[src/rtl/branch_predictor_pkg.sv]
// Shared types for the bimodal direction / BTB predictor.
// FSM states, 2-bit counter encodings and a direction helper.
package branch_predictor_pkg;

  typedef enum logic {
    BP_INIT  = 1'b0,
    BP_READY = 1'b1
  } bp_state_e;

  localparam logic [1:0] CTR_SNT = 2'd0;
  localparam logic [1:0] CTR_WNT = 2'd1;
  localparam logic [1:0] CTR_WT  = 2'd2;
  localparam logic [1:0] CTR_ST  = 2'd3;

  function automatic logic ctr_taken(
    input logic [1:0] c
  );
    return c[1];
  endfunction

endpackage

[src/rtl/branch_predictor_sat_counter2.sv]
// 2-bit up/down saturating counter next-state (combinational).
// Ports: ctr (current), up (1=increment), nxt (next value).
module branch_predictor_sat_counter2
  import branch_predictor_pkg::*;
(
  input  logic [1:0] ctr,
  input  logic       up,
  output logic [1:0] nxt
);

  always_comb begin
    nxt = ctr;
    unique case (1'b1)
      up && (ctr != CTR_ST):
        nxt = ctr + 2'd1;
      !up && (ctr != CTR_SNT):
        nxt = ctr - 2'd1;
      default:
        nxt = ctr;
    endcase
  end

endmodule

[src/rtl/branch_predictor.sv]
// Bimodal 2-bit counter table plus direct-mapped BTB; IF lookup, EX train.
// Ports: clk, reset (sync, active-low), if_pc lookup, EX update, perf counts.
module branch_predictor
  import branch_predictor_pkg::*;
#(
  parameter int         IDX_BITS = 6,
  parameter int         TAG_BITS = 8,
  parameter logic [1:0] CTR_INIT = CTR_WNT
) (
  input  logic        clk,
  input  logic        reset,
  input  logic [31:0] if_pc,
  output logic        branch_estimation,
  output logic [31:0] predicted_target,
  output logic        btb_hit,
  output logic        ready,
  input  logic        ex_branch,
  input  logic [31:0] ex_pc,
  input  logic        ex_branch_taken,
  input  logic [31:0] ex_branch_target,
  input  logic        ex_prediction_miss,
  output logic [31:0] branch_count,
  output logic [31:0] miss_count
);

  localparam int N  = 2**IDX_BITS;
  localparam int TL = IDX_BITS + 2;
  localparam int TH = IDX_BITS + TAG_BITS + 1;

  bp_state_e           state_q;
  bp_state_e           state_d;
  logic [IDX_BITS-1:0] init_idx_q;
  logic [IDX_BITS-1:0] init_idx_d;
  logic [31:0]         bc_q;
  logic [31:0]         bc_d;
  logic [31:0]         mc_q;
  logic [31:0]         mc_d;

  logic [1:0]          ctr_q [N];
  logic                vld_q [N];
  logic [TAG_BITS-1:0] tag_q [N];
  logic [31:0]         tgt_q [N];

  logic [IDX_BITS-1:0] rd_idx;
  logic [IDX_BITS-1:0] wr_idx;
  logic [TAG_BITS-1:0] rd_tag;
  logic [TAG_BITS-1:0] wr_tag;
  logic                rdy;
  logic                hit;
  logic [1:0]          ctr_nxt;
  logic                unused_pc;

  assign rd_idx    = if_pc[IDX_BITS+1:2];
  assign rd_tag    = if_pc[TH:TL];
  assign wr_idx    = ex_pc[IDX_BITS+1:2];
  assign wr_tag    = ex_pc[TH:TL];
  assign unused_pc = ^{if_pc, ex_pc};

  assign rdy = (state_q == BP_READY);

  always_ff @(posedge clk) begin
    if (!reset) begin
      state_q    <= BP_INIT;
      init_idx_q <= '0;
      bc_q       <= '0;
      mc_q       <= '0;
    end else begin
      state_q    <= state_d;
      init_idx_q <= init_idx_d;
      bc_q       <= bc_d;
      mc_q       <= mc_d;
    end
  end

  always_comb begin
    state_d    = state_q;
    init_idx_d = init_idx_q;
    bc_d       = bc_q;
    mc_d       = mc_q;
    unique case (state_q)
      BP_INIT: begin
        init_idx_d = init_idx_q + IDX_BITS'(1);
        if (init_idx_q == IDX_BITS'(N-1))
          state_d = BP_READY;
      end
      BP_READY: begin
        bc_d = bc_q + 32'(ex_branch);
        mc_d = mc_q
             + 32'(ex_branch & ex_prediction_miss);
      end
    endcase
  end

  branch_predictor_sat_counter2 u_sat (
    .ctr (ctr_q[wr_idx]),
    .up  (ex_branch_taken),
    .nxt (ctr_nxt)
  );

  // Single write port: the sweep owns it in INIT, EX in READY.
  always_ff @(posedge clk) begin
    if (reset) begin
      if (!rdy) begin
        ctr_q[init_idx_q] <= CTR_INIT;
        vld_q[init_idx_q] <= 1'b0;
      end else if (ex_branch) begin
        ctr_q[wr_idx] <= ctr_nxt;
        if (ex_branch_taken) begin
          vld_q[wr_idx] <= 1'b1;
          tag_q[wr_idx] <= wr_tag;
          tgt_q[wr_idx] <= ex_branch_target;
        end
      end
    end
  end

  assign hit = rdy & vld_q[rd_idx]
             & (tag_q[rd_idx] == rd_tag);

  assign btb_hit           = hit;
  assign branch_estimation = hit
                           & ctr_taken(ctr_q[rd_idx]);
  assign predicted_target  = hit ? tgt_q[rd_idx] : '0;
  assign ready             = rdy;
  assign branch_count      = bc_q;
  assign miss_count        = mc_q;

endmodule

[config.mk]
export PLATFORM = sky130hd
export DESIGN_NAME = branch_predictor
export DESIGN_NICKNAME = d
export VERILOG_FILES = /design/src/rtl/branch_predictor_pkg.sv /design/src/rtl/branch_predictor_sat_counter2.sv /design/src/rtl/branch_predictor.sv
export SDC_FILE = /design/constraint.sdc
export NUM_CORES = 2
export LEC_CHECK = 0
export ABC_AREA = 1
export CORE_MARGIN = 5
export CORE_UTILIZATION = 50
export CTS_CLUSTER_DIAMETER = 120
export CTS_CLUSTER_SIZE = 40
export DETAILED_ROUTE_END_ITERATION = 8
export GPL_ROUTABILITY_DRIVEN = 0
export PLACE_DENSITY = 0.66
export RECOVER_POWER = 50
export SETUP_SLACK_MARGIN = 0.02
export SLEW_MARGIN = 25
export SYNTH_ARGS = -nofsm -noshare
export SYNTH_HDL_FRONTEND = slang
export SYNTH_SLANG_ARGS = --single-unit
[constraint.sdc]
create_clock -name clk -period 10.65 [get_ports clk]
set_clock_uncertainty 0.15 [all_clocks]
set_input_delay 1.065 -clock clk [delete_from_list [all_inputs] [get_ports clk]]
set_output_delay 1.065 -clock clk [all_outputs]
set_load 0.03 [all_outputs]
### After elaboration in Yosys (flattened, before gate mapping)

Memories as Yosys holds them, arrays and structs flattened.
Cells that the tools add are included.
Widths: inputs -> output; s select.

| operators by class | value |
|---|---|
| equality and inequality tests | 3 |
| bitwise logic cells | 4 |
| reductions and logical operators | 6 |
| $add $sub $neg | 5 |
| muxes and demuxes | 22 |

Operators with widths:

| cell | count |
|---|---|
| $add 32x1->32 | 2 |
| $mux 32 | 1 |
| $mux 1 | 17 |
| $mux 6 | 2 |
| $eq 8x8->1 | 1 |
| $add 6x1->6 const B | 1 |
| $eq 6x6->1 const B | 1 |
| $and 1x1->1 | 4 |
| $pmux 2 s2 | 1 |
| $add 2x1->2 const B | 1 |
| $logic_and 1x1->1 | 2 |
| $mux 2 | 1 |
| $ne 2x2->1 const B | 1 |
| $reduce_bool 2->1 | 1 |
| $reduce_or 2->1 | 1 |
| $sub 2x1->2 const B | 1 |
| $logic_not 1->1 | 1 |
| $reduce_or 1->1 | 1 |

| word-level totals | value |
|---|---|
| bits of input ports | 101 |
| register bits | 71 |
| bits in writable memories | 2,752 |
| memories | 4 |

Memory list:

| name | depth | bits a word | rd ports | clocked after Yosys merged registers in | write ports | line | text |
|---|---|---|---|---|---|---|---|
| tgt_q | 64 | 32 | 1 | 0 | 1 | branch_predictor.sv:42 | `logic [31:0] tgt_q [N];` |
| tag_q | 64 | 8 | 1 | 0 | 1 | branch_predictor.sv:41 | `logic [TAG_BITS-1:0] tag_q [N];` |
| ctr_q | 64 | 2 | 2 | 0 | 1 | branch_predictor.sv:39 | `logic [1:0] ctr_q [N];` |
| vld_q | 64 | 1 | 1 | 0 | 1 | branch_predictor.sv:40 | `logic vld_q [N];` |

### Longest topological paths before layout

| depth | value |
|---|---|
| depth in word-level cells | 7 |
| gate-level depth with buffers | 16 |
| depth with buffers taken out | 14 |

### Modules after synthesis

A second synthesis with hierarchy kept.

| unflattened totals | value |
|---|---|
| cells, all modules | 9,578 |
| area, all modules | 115,115.4 um^2 |

By module, submodules not included:

| module | area each (um^2) | cells an instance | instances | sequential area each (um^2) |
|---|---|---|---|---|
| branch_predictor | 115,094.1 | 9,573 | 1 | 84,060.6 |
| branch_predictor_sat_counter2 | 21.3 | 5 | 1 | 0.0 |

### Worst setup path before layout

Ideal clock, no wire load.

| timing path | value |
|---|---|
| path type | input-to-reg |
| start | input reset |
| end | memory tag_q[56][0], enable pin |
| library setup time | 0.437 ns |
| stages on the path | 5 |
| data required time | 10.063 ns |
| arrival time | 4.772 ns |
| slack | 5.291 ns |
| cells stage by stage | nand3_1 > nor2_1 > buf_1 > nand2_1 > nor2_1 |

| between the ends | value |
|---|---|
| longest elaborated chain between the ends | 2 |

RTL lines:

| item | line | text |
|---|---|---|
| start, declared | branch_predictor.sv:11 | `input logic reset,` |
| $mux 1 | branch_predictor.sv:102 | `if (reset) begin` |
| $mux 1 (implied by the code) | branch_predictor.sv:110 | `tag_q[wr_idx] <= wr_tag;` |
| end, declared | branch_predictor.sv:41 |  |

No other way between the ends.

### Worst setup path after layout

| timing path | value |
|---|---|
| start | input reset |
| end | memory tgt_q[35][26], enable pin |

| between the ends | value |
|---|---|
| longest elaborated chain between the ends | 2 |

RTL lines:

| item | line | text |
|---|---|---|
| $mux 1 | branch_predictor.sv:102 |  |
| $mux 1 (implied by the code) | branch_predictor.sv:111 | `tgt_q[wr_idx] <= ex_branch_target;` |
| end, declared | branch_predictor.sv:42 |  |

No other way between the ends.

==> summary.md <==
| Metric | Value |
|---|---|
| Number of antenna violations at the first check in global routing | 16 |
| Post-DRT Antenna Nets | 0 |
| Drt wl/cell | 26.1 microns |
| DR WL met3 | 31,100 microns |
| TritonCTS Buffers | 80 |
| Via count of the first global-routing pass | 71,241 |
| CTS resizes | 0 |
| Setup-failing EPs final | 0 |
| Sw Share | 22.3% |
| Clock Power Share | 25.1% |
| Register bit total from synthesis | 2,823 |
| Highest clock rate | 0.117 GHz |
| VDD IR max | 0.125 mV |
| Placed cell areas | 0.119 sq mm |
| CTS H-tree depth | 3 |
| Tmin final | 8580 ps |
| NetSw | 0.00399 W |
| Drt via density | 6.11 |
| Die Span X | 489 microns |
| Max-slew violation count | 2,742 |
| Clk Latency, worst-skew pair | 790 ps |
| Pleak | 40.7 nW |
| Wl on met1 | 128,000 microns |
| Clk buf depth | 3 |
| Yosys warning count | 0 |
| Die Y | 489 microns |
| Max_cap viols | 46 |
| CP arrival | 8840 ps |
| Num rows | 175 |
| Drt first pass iters | 7 |
| Post-synth EDFFs | 2,752 |
| Fin. Hold Viols | 0 |
| Largest net degree at the start of global routing | 221 |
| Clock sinks | 2,823 |
| Drt first-iter violations | 10,625 |
| Failing checks | capacitance limit, slew limit |
| Fin crit share | 80.6% |
| Slew Limit Headroom | -93.9% |
| Async set-reset flop share out of synthesis | 0% |
| Mapped Cells | 9,620 |
| WHS | 331 ps |
| Port bufs | 163 |
| Avg Cell Area, Syn | 11.9 sq um |
| Gr usage total | 26.5% |
| Final nets | 9,512 |
| # IOs | 200 |
| CP max FO | 72 |
| Met2 Routed Length | 154,000 microns |
| Core Area | 0.228 sq mm |
| Global-route wire length before repair | 471,000 microns |
| Commonest non-fill, non-tap cell in the layout | nand2_1 |
| Mapped cell area | 0.115 sq mm |
| CP Data Required Time | 10,900 ps |
| Vias | 76,003 |
| Hold Path Class | reg2reg |
| Comb power frac | 6.8% |
| Place WS | 3400 ps |
| Post-CTS Setup Inserts | 0 |
| Register share of total power | 68.2% |
| Clk root buf | clkbuf_16 |
| Pwr dens | 148 mW/mm^2 |
| Die area | 0.239 sq mm |
| Register area share after synthesis | 73.3% |
| Worst slew pin tran | 2910 ps |
| Initial Utilization | 50.3% |
| Int Power | 0.0139 W |
| GR Overflow Total | 0 |
| Crit path capture type | register |
| Status | finished with violations |
| RSZ-0062 raised after global routing | no |
| Dominant synthesized flop cell | edfxtp_1 |
| Critical Path Start Type | input port |
| CTS tree | built |
| Uppermost layer routed | met5 |
| Post-detailed-routing wire length | 325,000 microns |
| Share of cells above drive strength 1 | 3.63% |
| Final Cell Area | 0.121 sq mm |
| Most frequent cells in the layout | nand2_1, edfxtp_1, nand3_1 |
| Net count after synthesis | 9,726 |
| Fill cells | 18,831 |
| Post-CTS Hold Fix Bufs | 0 |
| Clock slew at reported path FFs | 140 ps |
| Syn-to-layout area delta | 5.54% |
| Sum Neg Setup Slack | 0 ps |
| Final WS setup | 2070 ps |
| CP Class | in2reg |
| Synth cell types | 38 |
| Residual DRC | 0 |
| Post-DP HPWL | 168,000 microns |
## routing by layer
layer | up-vias | global-route usage (%)
met1 | 37875 | 36.2
li1 | 33771 | -
met5 | - | 0
met3 | 568 | 4.24
met2 | 3785 | 43.7
met4 | 4 | 9.13
## flip-flops by register name, summed over array words and instances, names as in the netlist
name          cells
branch_count     32
vld_q            64
tag_q           512
tgt_q          2048
ctr_q           128
ready             1
miss_count       32
init_idx_q        6
## metrics by stage
stage | util (%) | power, W | cells
after floorplan | - | 0.0131 | 9620
after global placement | 52.1 | 0.0136 | 12322
after detailed placement | 52.2 | 0.0136 | 12329
after CTS | 53.1 | 0.0179 | 12422
after global routing | 53.1 | 0.0184 | 12429
final | 53.1 | 0.0179 | 12434
## cells in the mapped netlist (2+ instances only)
library cell	count	share of area, %
a211oi_1	7	0.046
a21oi_1	309	1.3
a221oi_1	57	0.44
a22o_1	78	0.60
a22oi_1	21	0.14
a31oi_1	4	0.022
a32o_1	9	0.079
and3_1	6	0.033
buf_1	62	0.20
buf_2	335	1.5
buf_4	30	0.20
buf_6	2	0.020
clkbuf_1	186	0.61
clkinv_1	6	0.020
dfxtp_1	71	1.2
edfxtp_1	2752	72
ha_1	5	0.055
inv_1	120	0.39
inv_2	2	0.0065
nand2_1	2827	9.3
nand3_1	1929	8.4
nand3_2	2	0.017
nand3b_1	3	0.020
nand4_1	39	0.21
nor2_1	371	1.2
nor3_1	47	0.21
nor3_2	29	0.25
nor3b_1	3	0.020
nor4_1	21	0.11
o211ai_1	12	0.079
o21a_1	2	0.013
o21ai_0	239	1.0
o21ai_1	10	0.044
o21ai_2	3	0.023
o22ai_1	14	0.076
xor2_1	5	0.038
## power by group through the flow
stage               combinational (W)  sequential (W)  clock [W]
global route                  0.00132          0.0122    0.00489
detailed placement            0.00120          0.0124          0
global placement              0.00118          0.0124          0
finish                        0.00121          0.0122    0.00448
floorplan                    0.000717          0.0124          0
CTS                           0.00120          0.0122    0.00453
## cell families (layout without fill, tap and decap cells)
family | after synthesis | in the layout | share of synthesized area (%)
and+or+nand+nor | 5277 | 5277 | 19.8
xor gates and xnor gates | 5 | 5 | 0.0382
buffers and inverters | 743 | 540 | 2.91
AOI/OAI and AO/OA | 767 | 767 | 3.95
adders and majority gates | 5 | 5 | 0.0545
other | 0 | 8 | 0
DFF | 2823 | 2823 | 73.3
## worst max-delay path, cell delays in order
cell,delay (ps)
dlygate4sd3_1,520
clkbuf_1,1210
nand3_1,190
clkbuf_1,360
nor2_1,320
clkbuf_1,1920
nand2_1,1300
nor2_4,1060
buf_4,810
## area by class of cell
type,count,area (sq um),share of cell area (%)
flip-flops and latches,2823,84100,69.4
multi-input cells,6054,27800,22.9
well taps,3009,3760,3.11
repair buffers,319,2820,2.33
clock buffers,87,2050,1.69
inverters,128,513,0.424
clock inverters,6,56.3,0.0465
diodes,8,20.0,0.0165
## path summary, 6_finish.rpt
path                     from                to  cells past startpoint  slack (ps)
max                     reset     tgt_q[35][26]                      9        2070
min          branch_count[31]  branch_count[31]                      2         330
max reg2reg             ready     tgt_q[35][26]                      7        3860
min reg2reg  branch_count[31]  branch_count[31]                      2         330
No activity file was read; power rests on OpenSTA's default activity.
